<file path="src/rtl/mbox_req_seq.sv">
// EBOX-to-memory request sequencer: read, write and read-pause-write cycles on a
// request/acknowledge memory port, with a no-response (NXM) timeout.
module mbox_req_seq #(
    parameter int NXM_TIMEOUT = 64,
    parameter int TIMER_W     = 7
) (
    input  logic         mboxClk,
    input  logic         eboxReset,
    input  logic         EBOX_REQ,
    input  logic [13:35] EBOX_VMA,
    input  logic         eboxRead,
    input  logic         eboxWrite,
    input  logic         eboxPSE,
    input  logic [0:35]  cacheDataWrite,
    input  logic         nxmClr,
    output logic         memReq,
    output logic [13:35] memAdr,
    output logic         memWr,
    output logic [0:35]  memWrData,
    input  logic         memAck,
    input  logic [0:35]  memRdData,
    output logic [0:35]  cacheDataRead,
    output logic         cshEBOXT0,
    output logic         cshEBOXRetry,
    output logic         mboxRespIn,
    output logic         nxmErr,
    output logic         busy
);

    typedef enum logic [1:0] {
        IDLE  = 2'd0,
        RD    = 2'd1,
        WR    = 2'd2,
        PAUSE = 2'd3
    } state_t;

    state_t               r_state;
    logic [13:35]         r_adr;
    logic [0:35]          r_wrData;
    logic                 r_pse;
    logic [TIMER_W-1:0]   r_timer;
    logic [0:35]          r_rdData;
    logic                 r_t0;
    logic                 r_resp;
    logic                 r_nxm;

    state_t               w_stateNxt;
    logic [13:35]         w_adrNxt;
    logic [0:35]          w_wrDataNxt;
    logic                 w_pseNxt;
    logic [TIMER_W-1:0]   w_timerNxt;
    logic [0:35]          w_rdDataNxt;
    logic                 w_t0Nxt;
    logic                 w_respNxt;
    logic                 w_nxmSet;
    logic                 w_retry;
    logic                 w_expired;

    // Expiry only matters when memAck is absent; a same-cycle ack completes normally.
    assign w_expired = (r_timer == TIMER_W'(NXM_TIMEOUT - 1)) && !memAck;

    always_comb begin
        w_stateNxt  = r_state;
        w_adrNxt    = r_adr;
        w_wrDataNxt = r_wrData;
        w_pseNxt    = r_pse;
        w_timerNxt  = r_timer;
        w_rdDataNxt = r_rdData;
        w_t0Nxt     = 1'b0;
        w_respNxt   = 1'b0;
        w_nxmSet    = 1'b0;
        w_retry     = 1'b0;
        case (r_state)
            IDLE: begin
                if (EBOX_REQ && (eboxRead || eboxWrite)) begin
                    w_adrNxt    = EBOX_VMA;
                    w_wrDataNxt = cacheDataWrite;
                    w_pseNxt    = eboxRead && eboxPSE;
                    w_timerNxt  = '0;
                    w_t0Nxt     = 1'b1;
                    w_stateNxt  = eboxRead ? RD : WR;
                end
            end
            RD: begin
                w_retry = EBOX_REQ;
                if (memAck) begin
                    w_rdDataNxt = memRdData;
                    w_respNxt   = 1'b1;
                    w_stateNxt  = r_pse ? PAUSE : IDLE;
                end else if (w_expired) begin
                    w_rdDataNxt = '0;
                    w_respNxt   = 1'b1;
                    w_nxmSet    = 1'b1;
                    w_pseNxt    = 1'b0;
                    w_stateNxt  = IDLE;
                end else begin
                    w_timerNxt = r_timer + 1'b1;
                end
            end
            WR: begin
                w_retry = EBOX_REQ;
                if (memAck) begin
                    w_respNxt  = 1'b1;
                    w_stateNxt = IDLE;
                end else if (w_expired) begin
                    w_respNxt  = 1'b1;
                    w_nxmSet   = 1'b1;
                    w_stateNxt = IDLE;
                end else begin
                    w_timerNxt = r_timer + 1'b1;
                end
            end
            PAUSE: begin
                // Write half of a PSE cycle keeps the address latched by the read half.
                if (EBOX_REQ) begin
                    if (eboxWrite) begin
                        w_wrDataNxt = cacheDataWrite;
                        w_pseNxt    = 1'b0;
                        w_timerNxt  = '0;
                        w_t0Nxt     = 1'b1;
                        w_stateNxt  = WR;
                    end else begin
                        w_retry = 1'b1;
                    end
                end
            end
            default: w_stateNxt = IDLE;
        endcase
    end

    always_ff @(posedge mboxClk or posedge eboxReset) begin
        if (eboxReset) begin
            r_state  <= IDLE;
            r_adr    <= '0;
            r_wrData <= '0;
            r_pse    <= 1'b0;
            r_timer  <= '0;
            r_rdData <= '0;
            r_t0     <= 1'b0;
            r_resp   <= 1'b0;
            r_nxm    <= 1'b0;
        end else begin
            r_state  <= w_stateNxt;
            r_adr    <= w_adrNxt;
            r_wrData <= w_wrDataNxt;
            r_pse    <= w_pseNxt;
            r_timer  <= w_timerNxt;
            r_rdData <= w_rdDataNxt;
            r_t0     <= w_t0Nxt;
            r_resp   <= w_respNxt;
            if (w_nxmSet) begin
                r_nxm <= 1'b1;
            end else if (nxmClr) begin
                r_nxm <= 1'b0;
            end
        end
    end

    assign memReq        = (r_state == RD) || (r_state == WR);
    assign memWr         = (r_state == WR);
    assign memAdr        = r_adr;
    assign memWrData     = r_wrData;
    assign cacheDataRead = r_rdData;
    assign cshEBOXT0     = r_t0;
    assign cshEBOXRetry  = w_retry;
    assign mboxRespIn    = r_resp;
    assign nxmErr        = r_nxm;
    assign busy          = (r_state != IDLE);

endmodule

</file>
<file path="config.mk">
export PLATFORM = sky130hd
export DESIGN_NAME = mbox_req_seq
export DESIGN_NICKNAME = d
export VERILOG_FILES = /design/src/rtl/mbox_req_seq.sv
export SDC_FILE = /design/constraint.sdc
export NUM_CORES = 1
export LEC_CHECK = 0
export BUFFER_PORTS_ARGS = -buffer_cell sky130_fd_sc_hd__buf_2
export CORE_UTILIZATION = 50
export DETAILED_ROUTE_END_ITERATION = 6
export PLACE_DENSITY = 0.82
export SLEW_MARGIN = 20
export SYNTH_ARGS = -nofsm -noshare
export SYNTH_HDL_FRONTEND = slang
export SYNTH_SLANG_ARGS = --single-unit
</file>
<file path="constraint.sdc">
create_clock -name mboxClk -period 5.2 [get_ports mboxClk]
set_input_delay 0.26 -clock mboxClk [delete_from_list [all_inputs] [get_ports mboxClk]]
set_output_delay 0.26 -clock mboxClk [all_outputs]
set_load 0.005 [all_outputs]
</file>
[Word level (Yosys, flattened, before mapping)]
Cells that the tools add are included.
Operators by class
  add/sub/neg operators: 1
  eq/ne operators: 11
  mux-type cells: 41
  reductions and logical operators: 19
Operator list (count)
  two-way mux 36 bit: 5
  case mux 36 bit (2 select lines): 1
  two-way mux 7 bit: 5
  case mux 7 bit (3 select lines): 1
  two-way mux 1 bit: 17
  two-way mux 2 bit: 8
  != test 2 bit (second input constant): 7
  case mux 2 bit (4 select lines): 1
  nonzero test 2 bit: 4
  adder 7 x 1 -> 7 bit (second input constant): 1
  == test 7 x 6 -> 1 bit (second input constant): 1
  AND reduction 6 bit: 1
  AND reduction 5 bit: 1
  == test 2 bit (second input constant): 2
  case mux 1 bit (2 select lines): 2
  AND reduction 2 bit: 2
  AND reduction 4 bit: 1
  logical AND 1 bit: 3
  case mux 1 bit (3 select lines): 1
  AND reduction 3 bit: 1
  nonzero test 3 bit: 1
  == test 2 x 1 -> 1 bit (second input constant): 1
  zero test 2 bit: 1
  logical OR 1 bit: 2
  2 further kinds: 2
Word-level totals
  bits in registers: 108
  input port bits: 103
  output and inout port bits: 102
  logic and storage cells: 81

[Depth between registers and ports, before layout]
  word-level depth: 6
  depth in mapped cells: 7
  mapped depth without buffers: 6

[Worst setup path after synthesis]
OpenSTA, ideal clock, no wires.
  path type: flip-flop to flip-flop
  from: register r_state[0]
  to: register r_adr, in the netlist memAdr[17]
  library setup time: 0.128 ns
  arrival time: 1.679 ns
  required time: 5.072 ns
  path slack: 3.393 ns
  cell stages (with the launch flop): 8
  path buffers: 2
  period minus slack after synthesis: 1.807 ns
  cells stage by stage: dfrtp_1 inv_1 ha_1 inv_1 or2_1 clkbuf_1 buf_2 mux2_1
On the way
  longest elaborated chain between the ends: 2
Ends and longest elaborated chain
  from (decl): RTL line 37  | state_t r_state;
  from (signal assigned): RTL line 143  | r_state <= w_stateNxt;
  zero test 2 bit: RTL line 73  | case (r_state)
  AND reduction 2 bit (no source line)
  to (signal assigned): RTL line 144  | r_adr <= w_adrNxt;
  to (decl): RTL line 38  | logic [13:35] r_adr;
No other way between the ends.
A chain may end at the register's enable or synchronous reset.

[Worst setup path after layout]
  from: register r_state[1]
  to: register r_wrData, in the netlist memWrData[4]
On the way
  longest elaborated chain between the ends: 3
  elaborated cells on any way between the ends: 8
  those cells by class: eq/ne (4); mux (1); reduce/logical (3)
Ends and longest elaborated chain
  == test 2 bit or zero test 2 bit (tied branches): RTL line 73
  != test 2 bit (no source line) or nonzero test 2 bit (tied branches)
  AND reduction 4 bit (no source line)
  to (signal assigned): RTL line 145  | r_wrData <= w_wrDataNxt;
  to (decl): RTL line 39  | logic [0:35] r_wrData;
Parallel ways exist; a longest one is shown, timed or not.

==> metrics <==
status=finished clean; Critical Path Sink Type=register; dpl cell area=5400 µm²; worst hold path class=input port to register; Setup CP Type=register to register; Area growth, synth to finish=31.1%; first-pass GRT wire length=15.3 mm; share of layout cells above drive strength 1=0.465; drc violations=0; minimum clock period=around 2.2 ns; row count=33; Main synth FF type=dfrtp_1; fmax=0.450 GHz; Worst-Margin Slew=1.02 ns; Syn Nets=411; pwr/cell area=between 500 and 600 nW/µm²; #FFs+latches synth=around 110; Post-synth ARST share=1.00; max-slew violations=0; sequential cell area=2700 µm²; P_leak=2.91 nW; Slowest Stage Delay on Critical Path=~0.53 ns; Detail Placement HPWL=7.49 mm; post-CTS setup buffers=0; Syn Area/Cell=about 14 µm²; Period Utilization, post-route=0.427; synth top area cells=dfrtp_1 (63%), mux2_1 (13%), a22o_1 (7.3%); CP startpoint kind=register; FF-to-FF Start=r_state[1]$_DFFE_PP0P_; crit path from=r_state[1]$_DFFE_PP0P_; Unique masters post-synth=42; number of synthesized flops with an enable pin=0; Core ar.=8260 µm²; Worst-Skew Late Latency=0.37 ns; root buffer cell=clkbuf_8; die area=~9000 µm²; drt wl/cell=16.7 µm; Worst path top cell family by delay=compound AO/OA/AOI/OAI gates; Finish-stage setup viols=0; final WL=~10 mm; CP Buf/Inv Count=1; via count=3260; pin count of the biggest net entering global routing=95; Synth Cell Area=4300 µm²; vias in the first global route=roughly 3100; commonest non-fill, non-tap cell in the layout=buf_2; Rel. slew slack=0.321; CTS tree=yes; Routed Antenna Nets=0; Multi-input gate area=1480 µm²; CP arrival=2.47 ns; Critical Path Fanout Max=21; filler cell count=between 600 and 700; routability cong.=a little under 0.8; sequential element share of the synthesized area=0.628; gr ovfl total=0; I/O Pins=~210; overall power=0.00322 W; Clock Skew=0.0170 ns; # clock sinks=108; Fin. Hold Viols=0; design area=5640 µm²; most frequent cells in the layout=buf_2 (204), dfrtp_1 (108), mux2_1 (49); peak supply drop=~240 µV; initial antenna violation count=0; Mapped Cells=302; Synth top area share=0.628; die width=94.8 µm; Final Core Density=0.683; CTS H-tree depth=3; clock buffer depth=2; n_diodes=0; drt via density=5.30; CP Data Required Time=5.45 ns; Initial DRC Count=~120; Ys Warns=0; GRT Resource Usage Total=0.225; first-pass detailed-route iteration total=4; number of buffers created by CTS=9; clk slew on worst S/H paths=around 0.11 ns; slowest cell on the critical path=o221ai_4; Synth area leader=dfrtp_1; port buffer count=204; RSZ-0062 raised after global routing=no; Fin Setup TNS=0 ns; Starting Density=0.521; Post-layout nets=roughly 610; HP Start=nxmClr; Die Y-Extent=94.8 µm; max_cap viols=0; critical-path cell list=ha_1 > nor2b_1 > o221ai_4 > buf_16 > mux2_1
## worst paths after layout
path / endpoint / slack (ns) / depth (start not counted)
worst min-delay path: nxmErr$_DFFE_PP0P_ / 0.06 / 2
max in group asynchronous: memWrData[2]$_DFFE_PP0P_ / 3.77 / 4
worst max register to register: memWrData[4]$_DFFE_PP0P_ / 2.98 / 5
worst min register to register: memWrData[31]$_DFFE_PP0P_ / 0.49 / 1
min in group asynchronous: memAdr[34]$_DFFE_PP0P_ / 0.34 / 3
worst max-delay path: memWrData[4]$_DFFE_PP0P_ / 2.98 / 5
## per-layer routing
metal  wire (µm)  GRT usage
met1        4120      0.285
met2        5360      0.380
met3         620     0.0467
met4         163     0.0846
met5           0          0
## power breakdown
| part | internal (W) | leakage (nW) | switching (W) |
|---|---|---|---|
| registers | 0.00123 | 1.32 | 0.000191 |
| clock network | 0.000240 | 0.101 | 0.000295 |
| logic | 0.000666 | 1.49 | 0.000602 |
| total | 0.00213 | 2.91 | 0.00109 |
## cell type report
cell class | instances | share of cell area
multi-input cells | 168 | 0.263
repair buffers | 208 | 0.191
clock inverters | 6 | 0.0124
clock buffers | 10 | 0.0244
inverters | 10 | 0.00710
flip-flops and latches | 108 | 0.479
well taps | 105 | 0.0233
## stage by stage
step / worst slack (ns) / cells / hold slack (ns)
floorplan: 2.09 / 302 / 0.367
global placement: 2.86 / 597 / 0.186
detailed placement: 2.75 / 597 / 0.191
CTS: 2.73 / 614 / 0.0454
global route: 2.83 / 615 / 0.0746
finish: 2.98 / 615 / 0.0576
## repair_timing
item	in CTS	in global routing
resized for setup	0	0
hold endpoints to repair	14	0
hold buffers	1	0
## flip-flops by register name, indices dropped and copies added (netlist names)
signal	cells
cacheDataRead	36
memWrData	36
memAdr	23
r_timer	7
r_state	2
cshEBOXT0	1
mboxRespIn	1
nxmErr	1
r_pse	1
## worst reg2reg max path, delay by kind of cell (launching register included)
family          cells  cell delay [ns]
simple gates        1             0.16
buf+inv             1             0.24
fa+ha+maj           1             0.40
mux                 1             0.34
compound gates      1             0.53
flops               1             0.43
## cell usage after synthesis, types with 2 or more instances
master	instances
nor2b_1	2
nand2_1	11
dfrtp_1	108
o31a_1	2
buf_6	2
ha_1	6
clkbuf_1	3
o31ai_1	2
nand3_1	6
buf_2	5
nor2_1	3
mux2_2	10
buf_4	3
inv_1	10
mux2_1	49
buf_1	3
o21ai_0	3
o211ai_1	4
nand2b_1	3
nor3_1	3
a22o_1	36
and2_1	2
a21oi_1	7
## logic make-up after synthesis
family / Yosys count / share of synthesized area
adder cells (fa/ha/maj): 6 / 0.0174
flip-flops: 108 / 0.628
AND/OR/NAND/NOR: 37 / 0.0445
buffers and inverters: 26 / 0.0302
multiplexers: 59 / 0.154
AO/OA/AOI/OAI: 66 / 0.125
Note: power is estimated with default switching activity, not from simulation.
